[src/rtl/scr1_dbgc_pkg.sv]
// scr1_dbgc_pkg: shared debug-controller types and DAP chain ids.
// Holds chain-id constants and the DAP chain FSM state enum.
package scr1_dbgc_pkg;

    localparam int SCR1_DBGC_DAP_CH_ID_WIDTH = 2;

    localparam logic [SCR1_DBGC_DAP_CH_ID_WIDTH-1:0] SCR1_DBGC_DAP_CH_CTRL   = 2'd0;
    localparam logic [SCR1_DBGC_DAP_CH_ID_WIDTH-1:0] SCR1_DBGC_DAP_CH_DATA   = 2'd1;
    localparam logic [SCR1_DBGC_DAP_CH_ID_WIDTH-1:0] SCR1_DBGC_DAP_CH_STATUS = 2'd2;
    localparam logic [SCR1_DBGC_DAP_CH_ID_WIDTH-1:0] SCR1_DBGC_DAP_CH_BYPASS = 2'd3;

    typedef enum logic [1:0] {
        SCR1_DAP_CHAIN_IDLE    = 2'd0,
        SCR1_DAP_CHAIN_RD_WAIT = 2'd1,
        SCR1_DAP_CHAIN_WR_WAIT = 2'd2
    } type_scr1_dap_chain_fsm_e;

endpackage

[src/rtl/scr1_dbgc_dap_sreg.sv]
// scr1_dbgc_dap_sreg: DATA_W-bit chain shift register, parallel load, optional bypass bit.
// Ports: clk, rst_n, load/load_data, shift/tdi, byp_shift/byp_clr, active -> sreg, tdo. Macro: SCR1_DBGC_DAP_BYPASS_EN.
module scr1_dbgc_dap_sreg
    import scr1_dbgc_pkg::*;
#(
    parameter int DATA_W = 32
) (
    input  logic              clk,
    input  logic              rst_n,
    input  logic              load,
    input  logic [DATA_W-1:0] load_data,
    input  logic              shift,
    input  logic              tdi,
    input  logic              byp_shift,
    input  logic              byp_clr,
    input  logic              active,
    output logic [DATA_W-1:0] sreg,
    output logic              tdo
);

    // Load wins over shift; the top never asserts both in a legal cycle.
    always_ff @(posedge clk) begin
        if (!rst_n) begin
            sreg <= '0;
        end else if (load) begin
            sreg <= load_data;
        end else if (shift) begin
            sreg <= {tdi, sreg[DATA_W-1:1]};
        end
    end

`ifdef SCR1_DBGC_DAP_BYPASS_EN
    logic byp;

    always_ff @(posedge clk) begin
        if (!rst_n) begin
            byp <= 1'b0;
        end else if (byp_clr) begin
            byp <= 1'b0;
        end else if (byp_shift) begin
            byp <= tdi;
        end
    end

    // Caller gates byp onto tdo only while the bypass chain is selected.
    assign tdo = active ? sreg[0] : byp;
`else
    logic unused_byp;
    assign unused_byp = byp_shift ^ byp_clr;
    assign tdo        = active ? sreg[0] : 1'b0;
`endif

endmodule

[src/rtl/scr1_dbgc_dap_chain.sv]
// scr1_dbgc_dap_chain: SysCLK DAP scan-chain engine; capture/update -> rd/wr handshakes.
// Ports: DAP strobes in, dap_ch_tdo_core out, rd_req/rd_ack, wr_req/wr_ack, seq_err. Macro: SCR1_DBGC_DAP_BYPASS_EN.
module scr1_dbgc_dap_chain
    import scr1_dbgc_pkg::*;
#(
    parameter int DATA_W  = 32,
    parameter int CH_ID_W = SCR1_DBGC_DAP_CH_ID_WIDTH
) (
    input  logic               clk,
    input  logic               rst_n,
    input  logic               dap_ch_sel_core,
    input  logic [CH_ID_W-1:0] dap_ch_id_core,
    input  logic               dap_ch_capture_core,
    input  logic               dap_ch_shift_core,
    input  logic               dap_ch_update_core,
    input  logic               dap_ch_tdi_core,
    output logic               dap_ch_tdo_core,
    output logic               rd_req,
    output logic [CH_ID_W-1:0] rd_ch,
    input  logic               rd_ack,
    input  logic [DATA_W-1:0]  rd_data,
    output logic               wr_req,
    output logic [CH_ID_W-1:0] wr_ch,
    output logic [DATA_W-1:0]  wr_data,
    input  logic               wr_ack,
    output logic               seq_err
);

    type_scr1_dap_chain_fsm_e state;

    logic              active;
    logic              bypass_sel;
    logic              cap;
    logic              upd;
    logic              shf;
    logic              sreg_load;
    logic              sreg_shift;
    logic              tdo_mux;
    logic [DATA_W-1:0] sreg;

    // All-ones id is the bypass chain and never touches the data register.
    assign active     = dap_ch_sel_core && !(&dap_ch_id_core);
    assign bypass_sel = dap_ch_sel_core && (&dap_ch_id_core);

    assign cap = dap_ch_capture_core && active;
    assign upd = dap_ch_update_core  && active;
    assign shf = dap_ch_shift_core   && active;

    assign sreg_load  = (state == SCR1_DAP_CHAIN_RD_WAIT) && rd_ack;
    assign sreg_shift = shf && (state != SCR1_DAP_CHAIN_RD_WAIT);

    always_ff @(posedge clk) begin
        if (!rst_n) begin
            state   <= SCR1_DAP_CHAIN_IDLE;
            rd_req  <= 1'b0;
            rd_ch   <= '0;
            wr_req  <= 1'b0;
            wr_ch   <= '0;
            wr_data <= '0;
            seq_err <= 1'b0;
        end else begin
            unique case (state)
                SCR1_DAP_CHAIN_IDLE: begin
                    if (cap) begin
                        rd_req <= 1'b1;
                        rd_ch  <= dap_ch_id_core;
                        state  <= SCR1_DAP_CHAIN_RD_WAIT;
                    end else if (upd) begin
                        wr_req  <= 1'b1;
                        wr_ch   <= dap_ch_id_core;
                        wr_data <= sreg;
                        state   <= SCR1_DAP_CHAIN_WR_WAIT;
                    end
                end
                SCR1_DAP_CHAIN_RD_WAIT: begin
                    if (rd_ack) begin
                        rd_req <= 1'b0;
                        state  <= SCR1_DAP_CHAIN_IDLE;
                    end
                    // A capture coinciding with the ack still counts as an error.
                    if (cap || upd || shf) begin
                        seq_err <= 1'b1;
                    end
                end
                SCR1_DAP_CHAIN_WR_WAIT: begin
                    if (wr_ack) begin
                        wr_req <= 1'b0;
                        state  <= SCR1_DAP_CHAIN_IDLE;
                    end
                    // Shifting is fine here: wr_data was latched on update.
                    if (cap || upd) begin
                        seq_err <= 1'b1;
                    end
                end
                default: begin
                    state <= SCR1_DAP_CHAIN_IDLE;
                end
            endcase
        end
    end

    scr1_dbgc_dap_sreg #(
        .DATA_W (DATA_W)
    ) i_sreg (
        .clk       (clk),
        .rst_n     (rst_n),
        .load      (sreg_load),
        .load_data (rd_data),
        .shift     (sreg_shift),
        .tdi       (dap_ch_tdi_core),
        .byp_shift (dap_ch_shift_core && bypass_sel),
        .byp_clr   (dap_ch_capture_core && bypass_sel),
        .active    (active),
        .sreg      (sreg),
        .tdo       (tdo_mux)
    );

    assign dap_ch_tdo_core = (active || bypass_sel) ? tdo_mux : 1'b0;

endmodule

[config.mk]
export PLATFORM = sky130hd
export DESIGN_NAME = scr1_dbgc_dap_chain
export DESIGN_NICKNAME = d
export VERILOG_FILES = /design/src/rtl/scr1_dbgc_pkg.sv /design/src/rtl/scr1_dbgc_dap_sreg.sv /design/src/rtl/scr1_dbgc_dap_chain.sv
export SDC_FILE = /design/constraint.sdc
export NUM_CORES = 1
export LEC_CHECK = 0
export CAP_MARGIN = 20
export CORE_MARGIN = 2
export CORE_UTILIZATION = 25
export CTS_BUF_LIST = sky130_fd_sc_hd__clkbuf_8
export DETAILED_ROUTE_END_ITERATION = 10
export PLACE_DENSITY = 0.58
export SYNTH_ARGS = -nofsm -noshare
export SYNTH_HDL_FRONTEND = slang
export SYNTH_SLANG_ARGS = --single-unit
export TNS_END_PERCENT = 30
[constraint.sdc]
create_clock -name clk -period 1.79 [get_ports clk]
set_input_delay 0.179 -clock clk [delete_from_list [all_inputs] [get_ports clk]]
set_output_delay 0.179 -clock clk [all_outputs]
set_load 0.02 [all_outputs]
==> out/qor.csv <==
stage,metric,value,unit
outcome,status,"complete, no violations",
critical_path,Worst EP arrival,1.90,ns
sta,Slew headroom,0.623,
power_and_ir_drop,combinational share of power,0.151,
sta,final max-slew violation count,0,
yosys,Synth Area per Inst,8.32,sq um
cts,Clock Tree Root,clkbuf_8,
floorplan,height of the die,117,um
cts,CTS tree,built,
critical_path,R2R cell count,6,
critical_path,"slowest stage delay, CP",0.39,ns
critical_path,R2R setup slack,0.13,ns
routing,router iterations before antenna repair,6,
critical_path,CP Data Required Time,2.03,ns
critical_path,critical-path cell list,inv_1 > ha_1 > o31ai_4 > buf_12 > nand3_1 > o211a_1,
run,maxcap violations,0,
power_and_ir_drop,clock power share,0.374,
routing,Vias per Instance,4.56,
power_and_ir_drop,P_int,2.80,mW
yosys,Post-synth top flop,dfxtp_1,
hold_path,hold_sp,rst_n,
placed_design,gpl congestion,0.853,
floorplan,die width,117,um
critical_path,r2r startpoint,state[1]$_SDFFE_PN0P_,
floorplan,Initial Utilization,0.256,
routing,DRC viols,0,
power_and_ir_drop,sw frac,0.251,
routing,average wire per standard cell,13.5,um
power_and_ir_drop,Pwr Density,832,nW/um^2
sta,FMAX,0.604,GHz
sta,PnR worst setup slack,0.133,ns
global_route,initial antenna violation count,0,
power_and_ir_drop,Max VDD drop,0.408,mV
critical_path,CP endpoint kind,flip-flop,
hold_path,Hold Path Depth,2,
global_route,GRT Resource Usage Total,0.130,
yosys,Yosys top cell by area,dfxtp_1,
routing,antenna-violating nets left,0,
hold_path,worst hold endpoint,i_sreg.sreg[2]$_SDFFE_PN0P_,
yosys,Ys Warns,0,
finish,nets,511,
cts,CTS H-tree lvls,3,
routing,DR iter-0 viols,123,
routing,vias,2926,
finish,n_diodes,0,
critical_path,reg2reg end,i_sreg.sreg[23]$_SDFFE_PN0P_,
critical_path,CP bufs+invs,2,
global_route,largest net degree at the start of global routing,36,
sta,Slew @ Worst Pin,0.566,ns
placed_design,Buffers on Ports,82,
sta,final setup fails,0,
critical_path,Worst setup SP type,flip-flop,
cts,worst-skew pair later-pin latency,0.34,ns
critical_path,crit path max fanout,35,
sta,Final Hold Viols,0,
critical_path,Crit path max-delay family,compound AO/OA/AOI/OAI gates,
yosys,"Async S/R FF share, synth",0,
power_and_ir_drop,Tot Pwr,3.75,mW
sta,hold slack,0.349,ns
critical_path,type of the worst setup path,reg2reg,
power_and_ir_drop,Pleak,1.90,nW
power_and_ir_drop,sequential power share,0.475,
yosys,Post-Syn Instances,386,
hold_path,Hold Path Class,in2reg,
yosys,Mapped Nets,432,
yosys,post-synth top area share,0.455,
floorplan,row count,41,
cts,Bufs on Longest Clock Path,2,
sta,final worst-path cycle share,0.926,
yosys,number of synthesized flops with an enable pin,0,
yosys,register area share after synthesis,0.455,
floorplan,I/O pins,83,
finish,Area Overhead vs Synth,40.2,%
yosys,Seq cells post-synth,73,
cts,clk sinks,73,
placed_design,detailed placement HPWL,6130,um
yosys,Post-Syn Area,3210,sq um
cts,total CTS buffers,9,
floorplan,core area,12600,sq um
finish,layout cells sized above 1,0.0768,
global_route,vias in the first global route,2889,
global_route,Overflow after GRT,0,
sta,Worst Skew,0.00749,ns
power_and_ir_drop,P_sw,941,uW
yosys,dominant cells by area after synthesis,"dfxtp_1 (46%), nand2_1 (13%), o211a_1 (10%)",
cts,clk slew on worst S/H paths,0.07,ns
floorplan,full die area,13800,sq um
sta,RSZ-0062 raised after global routing,no,
routing,routed wire length,8680,um
global_route,first-pass GRT wire length,14400,um
critical_path,critical path's slowest cell,o31ai_4,
sta,post-layout min period,1.66,ns
placed_design,Placement Setup Slack,-0.166,ns
yosys,Synth cell types,28,
[through the flow]
| step | instances | TNS, ns | area (sq um) | utilization |
|---|---|---|---|---|
| after floorplan | 386 | 0 | 3210 | - |
| after global placement | 626 | -0.831 | 4300 | 0.342 |
| after detailed placement | 626 | -1.83 | 4300 | 0.342 |
| after CTS | 641 | 0 | 4500 | 0.358 |
| after global routing | 641 | 0 | 4500 | 0.358 |
| final | 641 | 0 | 4500 | 0.358 |
[routing by layer]
metal	global-route usage	vias to the layer above	part of all wire
li1	-	1483	-
met1	0.165	1371	0.46
met2	0.212	62	0.48
met3	0.0404	10	0.053
met4	0.0377	0	0.011
met5	0	-	0
[power by group through the flow]
stage / logic [mW] / registers (mW) / clock network, mW
3_3_place_gp: 0.563 / 1.81 / 0
5_1_grt: 0.627 / 1.79 / 1.52
3_5_place_dp: 0.573 / 1.82 / 0
2_1_floorplan: 0.309 / 1.82 / 0
6_report: 0.567 / 1.78 / 1.40
4_1_cts: 0.575 / 1.78 / 1.45
[area by class of cell]
type	count	area, sq um
Inverter	7	26.3
Timing Repair Buffer	101	1030
Sequential cell	73	1460
Clock inverter	5	72.6
Multi-Input combinational cell	273	1560
Fill cell	1316	8060
Clock buffer	10	138
Tap cell	172	215
[flip-flops by register name (all words and copies together) (netlist names)]
signal / count
wr_req: 1
wr_ch: 2
seq_err: 1
rd_req: 1
rd_ch: 2
wr_data: 32
state: 2
i_sreg.sreg: 32
[synth_stat cells, types with 2 or more instances]
cell type and instances:
nand2_1 109, dfxtp_1 73, nand3_1 65, o211a_1 33, a21boi_0 31, clkbuf_1 17, buf_2 9, inv_1 7
o21ai_0 5, a21boi_1 4, a21oi_1 4, buf_4 3, buf_6 3, ha_1 3, nor2b_1 3, mux2i_1 2
nand4_1 2, nor2_1 2, o22ai_1 2
[kinds of logic (layout without fill, tap and decap cells)]
group / Yosys count / after routing / synth area share
and+or+nand+nor: 186 / 186 / 0.251
adders and majority gates: 3 / 3 / 0.0117
buffers and inverters: 40 / 123 / 0.0612
DFF: 73 / 73 / 0.455
muxes: 2 / 2 / 0.00623
AOI/OAI and AO/OA: 82 / 82 / 0.215
[worst register-to-register path, cell delays in order (launching register included)]
cell and delay [ns]:
dfxtp_1 0.36, inv_1 0.07, ha_1 0.26, o31ai_4 0.39, buf_12 0.24, nand3_1 0.10
o211a_1 0.13
[placed cells by master, fill, tap and decap left out]
master | netlist | layout
a21boi_0 | 31 | 30
bufinv_16 | 0 | 2
mux2i_1 | 2 | 2
nand2_1 | 109 | 109
o211a_1 | 33 | 33
nor2_1 | 2 | 2
clkinv_2 | 0 | 1
nand4_1 | 2 | 2
a221oi_1 | 1 | 1
o21ai_0 | 5 | 5
a21bo_2 | 1 | 1
inv_1 | 7 | 9
clkdlybuf4s50_1 | 0 | 80
clkbuf_8 | 0 | 10
o31ai_4 | 1 | 1
dlygate4sd2_1 | 0 | 1
a21oi_1 | 4 | 4
buf_2 | 9 | 1
nor2b_1 | 3 | 3
o22ai_1 | 2 | 2
a21boi_1 | 4 | 5
nand3b_1 | 1 | 1
and3_1 | 1 | 1
buf_12 | 0 | 6
and2_1 | 1 | 1
buf_4 | 3 | 13
or2_1 | 1 | 1
nand3_1 | 65 | 65
nor2_4 | 0 | 1
dfxtp_1 | 73 | 73
ha_1 | 3 | 3
[how the worst max path moves through the flow]
stage	start	to	slack, ns	depth (start not counted)
after floorplan	state[1]$_SDFFE_PN0P_	i_sreg.sreg[15]$_SDFFE_PN0P_	0.18	7
after global placement	dap_ch_sel_core	dap_ch_tdo_core	-0.13	4
after detailed placement	dap_ch_id_core[1]	dap_ch_tdo_core	-0.17	4
after CTS	state[1]$_SDFFE_PN0P_	i_sreg.sreg[23]$_SDFFE_PN0P_	0.13	6
after global routing	state[1]$_SDFFE_PN0P_	i_sreg.sreg[1]$_SDFFE_PN0P_	0.03	6
final	state[1]$_SDFFE_PN0P_	i_sreg.sreg[23]$_SDFFE_PN0P_	0.13	6
[timing repair]
item / 4_1_cts / 5_1_grt
endpoints found under the hold margin: 0 / 0
setup endpoints to repair: 1 / 0
hold buffers: 0 / 0
buffers inserted: 0 / 0
gates resized for setup: 2 / 0
(Power assumes the default switching activity.)
